$ cat config.mk
export PLATFORM = sky130hd
export DESIGN_NAME = alu_writeback_stage_flat
export DESIGN_NICKNAME = d
export VERILOG_FILES = /design/src/rtl/alu_writeback_stage_if.sv /design/src/rtl/alu_writeback_stage.sv /design/src/flat_wrapper.sv
export SDC_FILE = /design/constraint.sdc
export NUM_CORES = 1
export LEC_CHECK = 0
export BUFFER_PORTS_ARGS = -buffer_cell sky130_fd_sc_hd__buf_2
export CAP_MARGIN = 5
export CELL_PAD_IN_SITES_DETAIL_PLACEMENT = 1
export CELL_PAD_IN_SITES_GLOBAL_PLACEMENT = 2
export CORE_AREA = 2 2 115 117
export CTS_CLUSTER_DIAMETER = 100
export DETAILED_ROUTE_END_ITERATION = 10
export DIE_AREA = 0 0 117 119
export PLACE_DENSITY_LB_ADDON = 0.15
export SYNTH_ARGS = -nofsm -noshare
export SYNTH_HDL_FRONTEND = slang
export SYNTH_SLANG_ARGS = --single-unit
$ cat constraint.sdc
create_clock -name clk -period 5 [get_ports clk]
set_input_delay 0 -clock clk [delete_from_list [all_inputs] [get_ports clk]]
set_output_delay 0 -clock clk [all_outputs]
set_load 0.1 [all_outputs]
$ cat src/rtl/alu_writeback_stage_if.sv
// Interface bundling the ALU-side input handshake, the register-file-side
// output handshake and the architectural status outputs of alu_writeback_stage.
interface alu_writeback_stage_if #(
  parameter int unsigned DATA_WIDTH     = 32,
  parameter int unsigned REG_ADDR_WIDTH = 4
);
  // ALU side
  logic                      in_valid;
  logic                      in_ready;
  logic [DATA_WIDTH-1:0]     in_data;
  logic                      in_n;
  logic                      in_z;
  logic                      in_c;
  logic                      in_v;
  logic [3:0]                in_cond;
  logic                      in_set_flags;
  logic [REG_ADDR_WIDTH-1:0] in_rd;
  logic                      in_wr_en;
  // Register-file side
  logic                      out_valid;
  logic                      out_ready;
  logic [DATA_WIDTH-1:0]     out_data;
  logic [REG_ADDR_WIDTH-1:0] out_rd;
  logic                      out_we;
  // Status
  logic [3:0]                flags_nzcv;
  logic [15:0]               cond_fail_count;

  // Environment: produces ALU results, consumes writebacks
  modport master (
    output in_valid, in_data, in_n, in_z, in_c, in_v, in_cond, in_set_flags, in_rd, in_wr_en,
    output out_ready,
    input  in_ready, out_valid, out_data, out_rd, out_we, flags_nzcv, cond_fail_count
  );

  // Writeback stage
  modport slave (
    input  in_valid, in_data, in_n, in_z, in_c, in_v, in_cond, in_set_flags, in_rd, in_wr_en,
    input  out_ready,
    output in_ready, out_valid, out_data, out_rd, out_we, flags_nzcv, cond_fail_count
  );
endinterface

$ cat src/rtl/alu_writeback_stage.sv
// ALU writeback stage: evaluates the ARM condition code against the flags
// register, updates flags on S-bit instructions that pass, and forwards
// {data, rd, we} to the register file through a 2-entry skid buffer.
// Optional macro ALU_WB_COND_STATS_EN enables a saturating count of
// failed-condition accepts on cond_fail_count (tied to zero otherwise).
module alu_writeback_stage #(
  parameter int unsigned DATA_WIDTH     = 32,
  parameter int unsigned REG_ADDR_WIDTH = 4
) (
  input logic                clk,
  input logic                rst_n,
  alu_writeback_stage_if.slave bus
);

  typedef enum logic [1:0] {StEmpty, StOne, StTwo} state_e;

  state_e                    r_state;
  state_e                    w_state_d;
  logic [3:0]                r_flags;
  logic [DATA_WIDTH-1:0]     r_head_data;
  logic [REG_ADDR_WIDTH-1:0] r_head_rd;
  logic                      r_head_we;
  logic [DATA_WIDTH-1:0]     r_skid_data;
  logic [REG_ADDR_WIDTH-1:0] r_skid_rd;
  logic                      r_skid_we;

  logic w_accept;
  logic w_pass;
  logic w_new_we;
  logic w_load_head_new;
  logic w_load_head_skid;
  logic w_load_skid;

  assign bus.in_ready   = (r_state != StTwo);
  assign w_accept       = bus.in_valid & bus.in_ready;
  assign w_new_we       = bus.in_wr_en & w_pass;
  assign bus.out_valid  = (r_state != StEmpty);
  assign bus.out_data   = r_head_data;
  assign bus.out_rd     = r_head_rd;
  assign bus.out_we     = r_head_we;
  assign bus.flags_nzcv = r_flags;

  // Condition evaluation against the flags held before the accepting edge
  always_comb begin
    logic f_n, f_z, f_c, f_v;
    {f_n, f_z, f_c, f_v} = r_flags;
    w_pass = 1'b0;
    unique case (bus.in_cond)
      4'b0000: w_pass = f_z;
      4'b0001: w_pass = !f_z;
      4'b0010: w_pass = f_c;
      4'b0011: w_pass = !f_c;
      4'b0100: w_pass = f_n;
      4'b0101: w_pass = !f_n;
      4'b0110: w_pass = f_v;
      4'b0111: w_pass = !f_v;
      4'b1000: w_pass = f_c & !f_z;
      4'b1001: w_pass = !f_c | f_z;
      4'b1010: w_pass = (f_n == f_v);
      4'b1011: w_pass = (f_n != f_v);
      4'b1100: w_pass = !f_z & (f_n == f_v);
      4'b1101: w_pass = f_z | (f_n != f_v);
      4'b1110: w_pass = 1'b1;
      4'b1111: w_pass = 1'b0;
    endcase
  end

  // Buffer FSM next state and per-entry load enables
  always_comb begin
    w_state_d        = r_state;
    w_load_head_new  = 1'b0;
    w_load_head_skid = 1'b0;
    w_load_skid      = 1'b0;
    unique case (r_state)
      StEmpty: begin
        if (w_accept) begin
          w_state_d       = StOne;
          w_load_head_new = 1'b1;
        end
      end
      StOne: begin
        if (w_accept && bus.out_ready) begin
          w_load_head_new = 1'b1;
        end else if (w_accept) begin
          w_state_d   = StTwo;
          w_load_skid = 1'b1;
        end else if (bus.out_ready) begin
          w_state_d = StEmpty;
        end
      end
      StTwo: begin
        if (bus.out_ready) begin
          w_state_d        = StOne;
          w_load_head_skid = 1'b1;
        end
      end
      default: w_state_d = StEmpty;
    endcase
  end

  // FSM state register
  always_ff @(posedge clk or negedge rst_n) begin
    if (!rst_n) r_state <= StEmpty;
    else        r_state <= w_state_d;
  end

  // Architectural flags: only passing S-bit instructions update them
  always_ff @(posedge clk or negedge rst_n) begin
    if (!rst_n) begin
      r_flags <= 4'b0000;
    end else if (w_accept && w_pass && bus.in_set_flags) begin
      r_flags <= {bus.in_n, bus.in_z, bus.in_c, bus.in_v};
    end
  end

  // Head and skid entry storage
  always_ff @(posedge clk or negedge rst_n) begin
    if (!rst_n) begin
      r_head_data <= '0;
      r_head_rd   <= '0;
      r_head_we   <= 1'b0;
      r_skid_data <= '0;
      r_skid_rd   <= '0;
      r_skid_we   <= 1'b0;
    end else begin
      if (w_load_head_new) begin
        r_head_data <= bus.in_data;
        r_head_rd   <= bus.in_rd;
        r_head_we   <= w_new_we;
      end else if (w_load_head_skid) begin
        r_head_data <= r_skid_data;
        r_head_rd   <= r_skid_rd;
        r_head_we   <= r_skid_we;
      end
      if (w_load_skid) begin
        r_skid_data <= bus.in_data;
        r_skid_rd   <= bus.in_rd;
        r_skid_we   <= w_new_we;
      end
    end
  end

`ifdef ALU_WB_COND_STATS_EN
  logic [15:0] r_fail_cnt;

  // Saturating count of accepted instructions whose condition failed
  always_ff @(posedge clk or negedge rst_n) begin
    if (!rst_n) begin
      r_fail_cnt <= 16'h0000;
    end else if (w_accept && !w_pass && (r_fail_cnt != 16'hFFFF)) begin
      r_fail_cnt <= r_fail_cnt + 16'd1;
    end
  end

  assign bus.cond_fail_count = r_fail_cnt;
`else
  assign bus.cond_fail_count = 16'h0000;
`endif

endmodule

$ cat src/flat_wrapper.sv
// flat-port wrapper written by rule: the top's interface ports become plain ports
module alu_writeback_stage_flat 
#(
  parameter int unsigned DATA_WIDTH     = 32,
  parameter int unsigned REG_ADDR_WIDTH = 4
)
  (clk, rst_n, bus_in_valid, bus_in_data, bus_in_n, bus_in_z, bus_in_c, bus_in_v, bus_in_cond, bus_in_set_flags, bus_in_rd, bus_in_wr_en, bus_out_ready, bus_in_ready, bus_out_valid, bus_out_data, bus_out_rd, bus_out_we, bus_flags_nzcv, bus_cond_fail_count);
  alu_writeback_stage_if #(.DATA_WIDTH(DATA_WIDTH), .REG_ADDR_WIDTH(REG_ADDR_WIDTH)) bus_i ();
  input logic clk;
  input logic rst_n;
  input wire logic [$bits(bus_i.in_valid)-1:0] bus_in_valid;
  input wire logic [$bits(bus_i.in_data)-1:0] bus_in_data;
  input wire logic [$bits(bus_i.in_n)-1:0] bus_in_n;
  input wire logic [$bits(bus_i.in_z)-1:0] bus_in_z;
  input wire logic [$bits(bus_i.in_c)-1:0] bus_in_c;
  input wire logic [$bits(bus_i.in_v)-1:0] bus_in_v;
  input wire logic [$bits(bus_i.in_cond)-1:0] bus_in_cond;
  input wire logic [$bits(bus_i.in_set_flags)-1:0] bus_in_set_flags;
  input wire logic [$bits(bus_i.in_rd)-1:0] bus_in_rd;
  input wire logic [$bits(bus_i.in_wr_en)-1:0] bus_in_wr_en;
  input wire logic [$bits(bus_i.out_ready)-1:0] bus_out_ready;
  output wire logic [$bits(bus_i.in_ready)-1:0] bus_in_ready;
  output wire logic [$bits(bus_i.out_valid)-1:0] bus_out_valid;
  output wire logic [$bits(bus_i.out_data)-1:0] bus_out_data;
  output wire logic [$bits(bus_i.out_rd)-1:0] bus_out_rd;
  output wire logic [$bits(bus_i.out_we)-1:0] bus_out_we;
  output wire logic [$bits(bus_i.flags_nzcv)-1:0] bus_flags_nzcv;
  output wire logic [$bits(bus_i.cond_fail_count)-1:0] bus_cond_fail_count;
  assign bus_i.in_valid = bus_in_valid;
  assign bus_i.in_data = bus_in_data;
  assign bus_i.in_n = bus_in_n;
  assign bus_i.in_z = bus_in_z;
  assign bus_i.in_c = bus_in_c;
  assign bus_i.in_v = bus_in_v;
  assign bus_i.in_cond = bus_in_cond;
  assign bus_i.in_set_flags = bus_in_set_flags;
  assign bus_i.in_rd = bus_in_rd;
  assign bus_i.in_wr_en = bus_in_wr_en;
  assign bus_i.out_ready = bus_out_ready;
  assign bus_in_ready = bus_i.in_ready;
  assign bus_out_valid = bus_i.out_valid;
  assign bus_out_data = bus_i.out_data;
  assign bus_out_rd = bus_i.out_rd;
  assign bus_out_we = bus_i.out_we;
  assign bus_flags_nzcv = bus_i.flags_nzcv;
  assign bus_cond_fail_count = bus_i.cond_fail_count;
  alu_writeback_stage #(.DATA_WIDTH(DATA_WIDTH), .REG_ADDR_WIDTH(REG_ADDR_WIDTH)) u_core (.clk(clk), .rst_n(rst_n), .bus(bus_i));
endmodule
Word-level counts from Yosys, hierarchy flattened
Cells that the tools add are included.
{"block": "totals", "ff_bits": 80, "output_inout_bits": 59, "inputBits": 50}
{"block": "classes", "reduce_logical": 12, "n_eq_ne": 24, "mux": 20, "bitwise_logic": 6}
{"op": "2-to-1 mux 32 bit", "count": 2}
{"op": "== test 4 bit (second input constant)", "count": 8}
{"op": "== test 4 x 3 -> 1 bit (second input constant)", "count": 4}
{"op": "one-hot mux 1 bit (16 select lines)", "count": 1}
{"op": "2-to-1 mux 2 bit", "count": 5}
{"op": "== test 4 x 2 -> 1 bit (second input constant)", "count": 2}
{"op": "2-to-1 mux 1 bit", "count": 8}
{"op": "2-to-1 mux 4 bit", "count": 2}
{"op": "inequality test 2 bit (second input constant)", "count": 3}
{"op": "one-hot mux 2 bit (3 select lines)", "count": 1}
{"op": "bitwise AND 1 bit", "count": 4}
{"op": "== test 4 x 1 -> 1 bit (second input constant)", "count": 1}
{"op": "zero test 1 bit", "count": 4}
{"op": "zero test 4 bit", "count": 1}
{"op": "AND reduction 4 bit", "count": 1}
{"op": "nonzero test 2 bit", "count": 2}
{"op": "logical AND 1 bit", "count": 3}
{"op": "inequality test 3 x 2 -> 1 bit (second input constant)", "count": 1}
{"op": "== test 2 x 1 -> 1 bit (second input constant)", "count": 1}
{"op": "== test 2 bit (second input constant)", "count": 1}
{"op": "zero test 2 bit", "count": 1}
{"op": "inequality test 2 x 1 -> 1 bit (second input constant)", "count": 1}
{"op": "OR 1 bit", "count": 2}
{"op": "one-hot mux 1 bit (2 select lines)", "count": 1}
{"op": "2 further kinds", "count": 2}

Logic depth before layout (Yosys ltp)
Gate-level depths: netlist of run 1.
{"block": "depth", "ltp_word": 6, "depth_mapped": 6, "ltp_nobuf": 5}

Worst setup path after synthesis of run 1
Ideal clock, no wire load.
{"block": "synth_timing", "kind": "register to register", "start": "register u_core.r_flags[3], in the netlist u_core.bus.flags_nzcv[3]", "end": "register u_core.r_head_we, in the netlist u_core.bus.out_we", "setup_slack_ns": 2.755, "arrival_ns": 2.107, "period_less_slack_ns": 2.245, "stages_incl_launch_ff": 6, "t_required_ns": 4.862, "path_buffers": 0, "path_cell_list": "dfrtp_1 > xor2_2 > a21o_2 > a22o_2 > a211oi_2 > o22ai_1"}
{"block": "synth_via", "elab_chain_cells": 5}
{"item": "from (decl)", "line_no": "alu_writeback_stage.sv:19", "text": "logic [3:0] r_flags;"}
{"item": "from (signal assigned)", "line_no": "alu_writeback_stage.sv:112", "text": "r_flags <= {bus.in_n, bus.in_z, bus.in_c, bus.in_v};"}
{"item": "inequality test 1 bit / == test 1 bit (equally long branches)"}
{"item": "OR 1 bit / bitwise AND 1 bit (equally long branches)", "line_no": "alu_writeback_stage.sv:62, alu_writeback_stage.sv:61"}
{"item": "one-hot mux 1 bit (16 select lines) (*)", "line_no": "alu_writeback_stage.sv:48", "text": "unique case (bus.in_cond)"}
{"item": "bitwise AND 1 bit (*)", "line_no": "alu_writeback_stage.sv:36", "text": "assign w_new_we = bus.in_wr_en & w_pass;"}
{"item": "2-to-1 mux 1 bit (*)", "line_no": "alu_writeback_stage.sv:126", "text": "if (w_load_head_new) begin"}
{"item": "to (signal assigned)", "line_no": "alu_writeback_stage.sv:129", "text": "r_head_we <= w_new_we;"}
{"item": "to (signal assigned)", "line_no": "alu_writeback_stage.sv:133", "text": "r_head_we <= r_skid_we;"}
{"item": "to (decl)", "line_no": "alu_writeback_stage.sv:22", "text": "logic r_head_we;"}
Mark *: on every way between the ends. The rest lies on a longest branch, timed or not.
A chain may end at the register's enable or synchronous reset.

Worst setup path after layout of run 1
{"block": "layout_timing", "start": "register u_core.r_state[1]", "end": "register u_core.r_head_data[18], in the netlist u_core.bus.out_data[18]"}
{"block": "layout_via", "elab_chain_cells": 6}
{"item": "from (decl)", "line_no": "alu_writeback_stage.sv:17", "text": "state_e r_state;"}
{"item": "from (signal assigned)", "line_no": "alu_writeback_stage.sv:103", "text": "if (!rst_n) r_state <= StEmpty;"}
{"item": "from (signal assigned)", "line_no": "alu_writeback_stage.sv:104", "text": "else r_state <= w_state_d;"}
{"item": "inequality test 2 bit", "line_no": "alu_writeback_stage.sv:34", "text": "assign bus.in_ready = (r_state != StTwo);"}
{"item": "bitwise AND 1 bit", "line_no": "alu_writeback_stage.sv:35", "text": "assign w_accept = bus.in_valid & bus.in_ready;"}
{"item": "logical AND 1 bit", "line_no": "alu_writeback_stage.sv:82", "text": "if (w_accept && bus.out_ready) begin"}
{"item": "2-to-1 mux 1 bit", "line_no": "alu_writeback_stage.sv:82"}
{"item": "one-hot mux 1 bit (2 select lines)", "line_no": "alu_writeback_stage.sv:74", "text": "unique case (r_state)"}
{"item": "2-to-1 mux 32 bit / nonzero test 2 bit (equally long branches)"}
{"item": "to (signal assigned)", "line_no": "alu_writeback_stage.sv:127", "text": "r_head_data <= bus.in_data;"}
{"item": "to (signal assigned)", "line_no": "alu_writeback_stage.sv:131", "text": "r_head_data <= r_skid_data;"}
{"item": "to (decl)", "line_no": "alu_writeback_stage.sv:20", "text": "logic [DATA_WIDTH-1:0] r_head_data;"}
Several ways; a longest one is shown, not always the timed one.

==> impl_metrics.json, run 1 <==
{
  "met2_length_mm": 4.607,
  "ios": 109,
  "avgSynthCellArea_um2": 11.69,
  "status": "complete, no violations",
  "clock-sinks": 80,
  "required_ps": 5190,
  "syn-cell-area_mm2": 0.003742,
  "core_mm2": 0.01287,
  "max_freq_mhz": 466.9,
  "end_kind": "flip-flop",
  "p_sw_w": 0.001433,
  "place_area_mm2": 0.004325,
  "drt_iter0_drc": 70,
  "antenna_found_initial": 0,
  "drive_gt1_frac": 0.3567,
  "wl_mm": 9.284,
  "setup_tns_ps": 0,
  "post_cts_resize_count": 0,
  "htreeDepth": 3,
  "timing.rr.end": "u_core.bus.out_data[18]",
  "intPower_w": 0.001557,
  "top_layer_used": "met4",
  "start_util": 0.2907,
  "synth_edf_count": 0,
  "dpl.hpwl_mm": 6.109,
  "synth_warnings": 0,
  "clockBufferDepth": 2,
  "fin_area_mm2": 0.005034,
  "wl_met1_mm": 4.245,
  "startpoint_type": "flip-flop",
  "route.met3.wl_um": 326,
  "worstHoldStart": "bus_in_set_flags",
  "clock_power_share": 0.206,
  "hold_end": "u_core.bus.flags_nzcv[3]",
  "path_class": "reg2reg",
  "async_reset_ff_frac": 1.000,
  "slew_headroom": 0.4394,
  "leakagePower_nw": 2.519,
  "ys_seq_area_frac": 0.5349,
  "rr_worst_depth": 4,
  "die_height_um": 119,
  "numPortBuffers": 92,
  "switching_share": 0.4793,
  "gp_congestion": 0.6888,
  "grt_pass1_wl_mm": 15.08,
  "fin_util": 0.3910,
  "critical_path_peak_fanout": 26,
  "synth_cell_type_count": 41,
  "drt-pass1-iter-count": 3,
  "finalNonFillerCells": 633,
  "finalHoldViolCount": 0,
  "p_seq_frac": 0.336,
  "cts_tree": "yes",
  "first_global_vias": 2923,
  "min_path_type": "in2reg",
  "die_x_um": 117,
  "reg2reg_from": "u_core.r_state[1]",
  "cts_made_buffers": 9,
  "track_usage": 0.1406,
  "ir_drop_mv": 0.2838,
  "timing.final.crit_share": 0.4284,
  "n_antenna_cell": 0,
  "slew_viol_final": 0,
  "via_per_inst": 4.460,
  "period_minus_slack_ps": 2142,
  "fin_nets": 502,
  "tightest_slew_ps": 838.3,
  "cts_root_buf": "clkbuf_16",
  "syn-instance-count": 320,
  "insertion_delay_ps": 330,
  "area_growth_pct": 34.50,
  "drv_cap": 0,
  "drc": 0,
  "routedWlPerCell_um": 14.67,
  "place_inst": 574,
  "whs_path_depth": 3,
  "grt_max_degree": 49,
  "rsz0062_at_grt": "no",
  "finalSetupViolations": 0,
  "ff2ff_setup_slack_ps": 2860,
  "synth_seq_cells": 80,
  "gr-total-overflow": 0,
  "cp_data_arrival_time_ps": 2330,
  "ant_nets": 0,
  "vias": 2823,
  "ys.flop_type": "dfrtp_1",
  "fin_skew_ps": 6.886,
  "power_density_mw_per_mm2": 594.0,
  "row_count": 42,
  "clk_pin_slew_ps": 60,
  "die_area_mm2": 0.01392,
  "power_frac_comb": 0.457,
  "fillers": 1422
}
[how the worst max path moves through the flow]
stage	slack, ps	to	cells after the start	startpoint
floorplan	2760	u_core.bus.out_we	5	u_core.bus.flags_nzcv[3]
global placement	2870	u_core.bus.out_data[21]	4	u_core.r_state[1]
detailed placement	2780	u_core.bus.out_data[22]	4	u_core.r_state[1]
CTS	2770	u_core.bus.out_data[18]	4	u_core.r_state[1]
global route	2580	u_core.bus.out_data[22]	4	u_core.r_state[1]
finish	2860	u_core.bus.out_data[18]	4	u_core.r_state[1]
[metal layers]
layer | vias to the layer above | global-route usage
met5 | - | 0
met1 | 1413 | 0.1852
met2 | 58 | 0.2269
met4 | 0 | 0.04632
met3 | 6 | 0.03257
li1 | 1346 | -
[stage by stage]
stage | setup WS, ps | hold WS [ps] | power [W]
floorplan | 2755 | -295.6 | 0.002126
global placement | 2874 | -1.497 | 0.002350
detailed placement | 2779 | -1.122 | 0.002377
CTS | 2769 | 48.09 | 0.003036
global route | 2583 | 73.35 | 0.003147
finish | 2858 | 55.92 | 0.002990
[cell families after synthesis]
logic type             Yosys count  synth area share
XOR/XNOR                         2          0.006688
flip-flops                      80            0.5349
other                            1          0.001002
buffers and inverters           37           0.05717
AO/OA/AOI/OAI                   56           0.09528
AND/OR/NAND/NOR                 68           0.08961
multiplexers                    76            0.2153
[final cells by class]
type,instances,area (µm²),area share
tap,176,220.2,0.04375
sequential,80,2002,0.3977
timing repair buffer,139,923.4,0.1834
clock inverter,2,13.76,0.002734
clock buffer,14,264.0,0.05245
multi-input combinational,218,1595,0.3169
inverter,4,15.01,0.002983
[flip-flops by register name (all words and copies together) (netlist names)]
name	cells
u_core.bus.out_rd	4
u_core.bus.flags_nzcv	4
u_core.r_skid_we	1
u_core.bus.out_we	1
u_core.r_skid_rd	4
u_core.r_skid_data	32
u_core.bus.out_data	32
u_core.r_state	2
[synth_stat cells (all sizes together), types with 2 or more instances]
master   n  area share
a21oi    2      0.0027
o21bai   2      0.0040
inv      4      0.0040
or3      2      0.0050
o22ai    2      0.0033
clkbuf   7      0.0070
a21o     2      0.0047
mux2i   40        0.11
buf     26       0.046
nand3    2      0.0027
nand2b   2      0.0033
nor2     3      0.0037
a211oi   2      0.0053
or2      3      0.0050
o32ai    4      0.0094
o21ai   38       0.051
or2b     2      0.0043
mux2    36        0.11
nand2   45       0.045
dfrtp   80        0.53
and2b    3      0.0067
[power by group through the flow]
| stage | Clock (W) | Combinational, W | Sequential [W] |
|---|---|---|---|
| final | 0.000617 | 0.00137 | 0.00101 |
| after CTS | 0.000643 | 0.00138 | 0.00101 |
| after detailed placement | 0 | 0.00135 | 0.00102 |
| after global routing | 0.000664 | 0.00144 | 0.00104 |
| after global placement | 0 | 0.00134 | 0.00101 |
| after floorplan | 0 | 0.000421 | 0.00171 |
[cells in the final DEF, fill, tap and decap left out, types with 3 or more instances in the layout]
master,Yosys,routed
mux2i_1,40,40
dlygate4sd3_1,0,43
buf_4,17,5
conb_1,1,16
clkbuf_16,0,9
o21ai_0,37,37
or2_2,3,3
buf_2,9,91
dfrtp_1,80,80
clkbuf_1,7,3
nand2_1,45,45
o32ai_1,4,4
inv_1,4,4
mux2_2,36,36
[critical path: stages, from the launching register on]
cell	delay, ps
dfrtp_1	420
nand3b_1	650
buf_4	560
mux2i_1	260
o21ai_0	110
[what timing repair did]
action	4_1_cts	5_1_grt
endpoints found under the hold margin	111	0
setup buffers	0	0
hold buffers	43	0
No activity file was read; power rests on OpenSTA's default activity.
==> inputs of run 2 (changes only) <==
==> constraint.sdc (replaced) <==
create_clock -name clk -period 1.73 [get_ports clk]
set_input_delay 0 -clock clk [delete_from_list [all_inputs] [get_ports clk]]
set_output_delay 0 -clock clk [all_outputs]
set_load 0.1 [all_outputs]
==> run 2 against run 1 <==
  * The flow now finishes with violations (negative setup slack)
  * Worst hold slack worse by 25 ps
  * Sequential power grew to 2.9 times the previous value
  * Clock power grew to 3.1 times the previous value
  * Die area stayed put
  * Maximum frequency is 21% higher
  * Final cell count is 1.9% higher
  * Largest cell class unchanged
  * Highest routed layer unchanged
  * Non-clock buffer count is 12 higher
==> impl_metrics.json, run 2 (same netlist as run 1, synthesis figures left out) <==
{
  "vias": 2878,
  "hold_end": "u_core.r_state[0]",
  "finalSetupViolations": 5,
  "start_util": 0.2907,
  "cts_made_buffers": 9,
  "finalNonFillerCells": 645,
  "timing.rr.end": "u_core.bus.flags_nzcv[3]",
  "path_cells": "xor2_4, mux2i_2, or3_4, a31oi_4, o32ai_2",
  "drc": 0,
  "numPortBuffers": 92,
  "tightest_slew_ps": 641.2,
  "dpl.hpwl_mm": 6.166,
  "startpoint_type": "flip-flop",
  "critPathMaxStageDelay_ps": 510,
  "ios": 109,
  "track_usage": 0.1446,
  "timing.final.crit_share": 1.020,
  "clock-sinks": 80,
  "slowest_stage": "dfrtp_4",
  "clk_pin_slew_ps": 60,
  "gp_congestion": 0.7359,
  "insertion_delay_ps": 340,
  "drive_gt1_frac": 0.4009,
  "grt_pass1_wl_mm": 15.44,
  "violations": "negative setup slack",
  "status": "finished, violations left",
  "critical_path_peak_fanout": 4,
  "end_kind": "flip-flop",
  "leakagePower_nw": 2.627,
  "cp_data_arrival_time_ps": 1970,
  "critPathBufInv": 0,
  "min_path_type": "in2reg",
  "setup_tns_ps": -125.5,
  "ff2ff_setup_slack_ps": -30,
  "htreeDepth": 3,
  "path_delay_family": "flip-flops",
  "grt_max_degree": 51,
  "n_antenna_cell": 0,
  "drt_iter0_drc": 69,
  "ir_drop_mv": 0.8142,
  "fin_skew_ps": 5.161,
  "layout_commonest_cell": "buf_2",
  "fillers": 1419,
  "worstHoldStart": "bus_in_valid",
  "die_height_um": 119,
  "slew_viol_final": 0,
  "fin_nets": 514,
  "wl_mm": 9.501,
  "power.total_w": 0.009061,
  "area_growth_pct": 41.66,
  "ant_nets": 0,
  "first_global_vias": 3164,
  "die_x_um": 117,
  "core_mm2": 0.01287,
  "die_area_mm2": 0.01392,
  "cts_root_buf": "clkbuf_16",
  "whs_path_depth": 3,
  "required_ps": 1940,
  "fin_ws_ps": -34.04,
  "slew_headroom": 0.5726,
  "row_count": 42,
  "rsz0062_at_grt": "yes",
  "clockBufferDepth": 2,
  "drv_cap": 0,
  "reg2reg_from": "u_core.bus.flags_nzcv[3]",
  "power_density_mw_per_mm2": 1709,
  "period_minus_slack_ps": 1764,
  "final_cell_mix": "buf_2, dfrtp_1, nand2_1, dlygate4sd3_1, mux2i_1",
  "finalHoldViolCount": 0,
  "place_inst": 579,
  "max_freq_mhz": 566.9,
  "antenna_found_initial": 0,
  "routedWlPerCell_um": 14.73,
  "drt-pass1-iter-count": 4,
  "fin_util": 0.4118,
  "via_per_inst": 4.462,
  "rr_worst_depth": 5,
  "cts_tree": "yes",
  "dp_slack_ps": -89.11,
  "gr-total-overflow": 0,
  "path_class": "reg2reg"
}
==> run 2: changes by cell type in the layout (fill, tap and decap cells not counted), sizes merged <==
cell	delta
buf	+12
bufinv	+1
clkbuf	-3
clkinv	+1
inv	+1
==> run 2: final cells by class <==
cell class	instances	area (µm²)	share of cell area
Clock buffer	11	242.7	0.04579
Multi-Input combinational cell	218	1665	0.3141
Timing Repair Buffer	151	1087	0.2051
Sequential cell	80	2017	0.3805
Tap cell	176	220.2	0.04154
Clock inverter	5	53.80	0.01015
Inverter	4	15.01	0.002832
==> run 2: metal layers <==
layer,share of wire,wire length (µm),GRT usage,vias to the layer above
met5,0,0,0,-
met4,0.015,144,0.05074,0
met3,0.046,439,0.04071,12
met2,0.51,4802,0.2446,63
met1,0.43,4114,0.1745,1431
li1,-,-,-,1372
==> run 2: repair_timing <==
| item | 4_1_cts | 5_1_grt |
|---|---|---|
| gates resized for setup | 7 | 5 |
| endpoints found under the hold margin | 121 | 0 |
| endpoints found under the setup margin | 6 | 6 |
| buffers inserted | 6 | 1 |
| pin swaps | 8 | 2 |
| hold buffers | 43 | 0 |
==> run 2: how the worst max path moves through the flow <==
stage                             startpoint  slack (ps)  cells after the start                  endpoint
finish              u_core.bus.flags_nzcv[3]         -30                      5  u_core.bus.flags_nzcv[3]
floorplan           u_core.bus.flags_nzcv[0]         -80                      5  u_core.bus.flags_nzcv[0]
global route        u_core.bus.flags_nzcv[3]        -120                      7  u_core.bus.flags_nzcv[3]
detailed placement  u_core.bus.flags_nzcv[0]         -90                      5  u_core.bus.flags_nzcv[3]
global placement    u_core.bus.flags_nzcv[0]         -20                      5  u_core.bus.flags_nzcv[1]
CTS                 u_core.bus.flags_nzcv[3]         -40                      7  u_core.bus.flags_nzcv[0]
==> run 2: worst min-delay path: stages <==
cell and delay, ps:
buf_2 140, a21oi_1 80, o21bai_1 110
==> run 2: through the flow <==
stage	area [µm²]	hold slack, ps
after floorplan	3821	-295.6
after global placement	4448	59.75
after detailed placement	4448	81.17
after CTS	5269	29.27
after global routing	5301	44.69
final	5301	30.70
==> run 2: power breakdown <==
group / switching (W) / internal (W)
combinational: 0.00311 / 0.00110
sequential: 0.000392 / 0.00255
clock: 0.000753 / 0.00115
==> inputs of run 3 (changes only) <==
--- a/config.mk
+++ b/config.mk
@@ -5,14 +5,15 @@
 export SDC_FILE = /design/constraint.sdc
 export NUM_CORES = 1
 export LEC_CHECK = 0
+export ABC_AREA = 1
 export BUFFER_PORTS_ARGS = -buffer_cell sky130_fd_sc_hd__buf_2
 export CAP_MARGIN = 5
 export CELL_PAD_IN_SITES_DETAIL_PLACEMENT = 1
 export CELL_PAD_IN_SITES_GLOBAL_PLACEMENT = 2
-export CORE_AREA = 2 2 115 117
+export CORE_AREA = 2 2 122 124
 export CTS_CLUSTER_DIAMETER = 100
 export DETAILED_ROUTE_END_ITERATION = 10
-export DIE_AREA = 0 0 117 119
+export DIE_AREA = 0 0 124 126
 export PLACE_DENSITY_LB_ADDON = 0.15
 export SYNTH_ARGS = -nofsm -noshare
 export SYNTH_HDL_FRONTEND = slang
==> run 3 against run 2 <==
  * First-iteration DRC count is 71% higher
  * Largest cell class unchanged
  * Sequential power is 7.5% lower
  * Routed wire length is 8.9% higher
  * Via count is 17% higher
  * Non-clock buffer count is 7 lower
  * The run now ends clean
  * Register-to-register slack better by 270 ps
==> impl_metrics.json, run 3 <==
{
  "min_path_type": "in2async",
  "max_freq_mhz": 669.0,
  "period_minus_slack_ps": 1495,
  "power_density_mw_per_mm2": 1647,
  "fin_area_mm2": 0.005195,
  "startpoint_type": "flip-flop",
  "switching_share": 0.4881,
  "intPower_w": 0.004381,
  "drt-pass1-iter-count": 4,
  "drc": 0,
  "first_global_vias": 3451,
  "rsz0062_at_grt": "no",
  "synth_edf_count": 0,
  "fin_skew_ps": 6.517,
  "finalHoldViolCount": 0,
  "timing.final.crit_share": 0.8640,
  "die_height_um": 126,
  "cts_setup_buffers": 0,
  "setup_tns_ps": 0,
  "synth_warnings": 0,
  "routedWlPerCell_um": 13.35,
  "insertion_delay_ps": 340,
  "gr-total-overflow": 0,
  "tightest_slew_ps": 514.4,
  "cts_tree": "yes",
  "cts_root_buf": "clkbuf_16",
  "syn-cell-area_mm2": 0.003820,
  "p_seq_frac": 0.318,
  "antenna_found_initial": 0,
  "area_growth_pct": 36.00,
  "drv_cap": 0,
  "p_sw_w": 0.004177,
  "slew_headroom": 0.6594,
  "yosysTopAreaCellShare": 0.5241,
  "clock_power_share": 0.222,
  "synth_commonest_cells": "dfrtp_1, inv_1, nand2_1",
  "via_per_inst": 4.352,
  "fillers": 1738,
  "final_cell_mix": "buf_2, inv_1, dfrtp_1, nand2_1, a21oi_1",
  "die_x_um": 124,
  "ys.flop_type": "dfrtp_1",
  "start_util": 0.2669,
  "ios": 109,
  "drt_iter0_drc": 118,
  "synth.area.top_cells": "dfrtp_1, inv_1, nand2_1",
  "cp_data_arrival_time_ps": 1710,
  "ys_seq_area_frac": 0.5241,
  "path_class": "reg2reg",
  "cts_made_buffers": 9,
  "end_kind": "flip-flop",
  "htreeDepth": 3,
  "avgSynthCellArea_um2": 8.395,
  "place_area_mm2": 0.004469,
  "wl_mm": 10.35,
  "finalSetupViolations": 0,
  "dpl.hpwl_mm": 6.961,
  "syn-instance-count": 455,
  "fin_util": 0.3629,
  "grt_pass1_wl_mm": 17.06,
  "grt_max_degree": 47,
  "synth_seq_cells": 80,
  "synth_top_cell_by_area": "dfrtp_1",
  "drive_gt1_frac": 0.2301,
  "power_frac_comb": 0.460,
  "ir_drop_mv": 0.5984,
  "layout_commonest_cell": "buf_2",
  "critical_path_peak_fanout": 24,
  "ff2ff_setup_slack_ps": 240,
  "clk_pin_slew_ps": 60,
  "rr_worst_depth": 6,
  "clock-sinks": 80,
  "core_mm2": 0.01431,
  "synth_cell_type_count": 27,
  "vias": 3373,
  "clockBufferDepth": 2,
  "numPortBuffers": 92,
  "yosysMostFrequentCell": "dfrtp_1",
  "row_count": 44,
  "required_ps": 1950,
  "slew_viol_final": 0,
  "n_antenna_cell": 0,
  "leakagePower_nw": 2.675,
  "ant_nets": 0,
  "status": "complete, no violations",
  "async_reset_ff_frac": 1.000,
  "track_usage": 0.1403,
  "fin_nets": 636,
  "die_area_mm2": 0.01562,
  "gp_congestion": 0.7214
}
## run 3: changes by cell type after synthesis, moves of 32 or more
| cell | before | now |
|---|---|---|
| a21oi_1 | 2 | 46 |
| nor2_1 | 2 | 38 |
| inv_1 | 4 | 79 |
| o211ai_1 | 0 | 32 |
| mux2_2 | 36 | 0 |
| mux2i_1 | 40 | 0 |
| o21ai_0 | 37 | 4 |
| o21ai_1 | 1 | 35 |
## run 3: critical path: stages, from the launching register on
cell and delay [ps]:
dfrtp_1 390, inv_1 80, nor2_2 190, nand3_4 250, buf_4 300, nor2_1 110, a21oi_1 50
## run 3: area by class of cell
class | instances | area [µm²] | area share
Timing Repair Buffer | 144 | 1011 | 0.1946
Clock buffer | 13 | 250.2 | 0.04817
Inverter | 84 | 315.3 | 0.06069
Multi-Input combinational cell | 267 | 1339 | 0.2577
Tap cell | 184 | 230.2 | 0.04432
Clock inverter | 3 | 42.54 | 0.008189
Sequential cell | 80 | 2007 | 0.3863
## run 3: through the flow
step	hold slack (ps)	worst slack (ps)	power (W)	std cells
2_1_floorplan	-295.6	36.38	0.005915	470
3_3_place_gp	-123.8	208.8	0.006580	716
3_5_place_dp	-126.3	146.9	0.006651	716
4_1_cts	45.29	140.9	0.008699	775
5_1_grt	45.77	1.821	0.009091	775
6_report	49.87	235.2	0.008557	775
## run 3: worst paths after layout
| kind | from | endpoint |
|---|---|---|
| setup / recovery | u_core.r_state[0] | u_core.r_skid_data[10] |
| hold / removal | rst_n | u_core.bus.out_data[13] |
| setup reg to reg | u_core.r_state[0] | u_core.r_skid_data[10] |
| hold reg to reg | u_core.bus.out_data[0] | u_core.bus.out_data[0] |
| max in group asynchronous | rst_n | u_core.bus.out_data[30] |
| min in group clk | bus_in_valid | u_core.r_state[0] |
## run 3: layer usage
metal	part of all wire	global-route usage
met1	0.48	0.1827
met2	0.47	0.2262
met3	0.042	0.03850
met4	0.0099	0.04362
met5	0	0
## run 3: repair_timing
item,in CTS,in global routing
resized for setup,0,1
setup endpoints to repair,0,4
hold buffers,43,0
endpoints found under the hold margin,155,0
## run 3: logic make-up (layout without fill, tap and decap cells)
group,after synthesis,after routing,synth area share
buffers and inverters,123,244,0.1448
and+or+nand+nor,131,131,0.1494
other,1,16,0.0009817
AOI/OAI and AO/OA,120,120,0.1808
DFF,80,80,0.5241
## run 3: power groups by stage
| stage | sequential [W] | clock (W) | combinational, W |
|---|---|---|---|
| floorplan | 0.00465 | 0 | 0.00126 |
| global placement | 0.00274 | 0 | 0.00384 |
| detailed placement | 0.00276 | 0 | 0.00389 |
| CTS | 0.00273 | 0.00199 | 0.00398 |
| global route | 0.00280 | 0.00208 | 0.00422 |
| finish | 0.00272 | 0.00190 | 0.00393 |
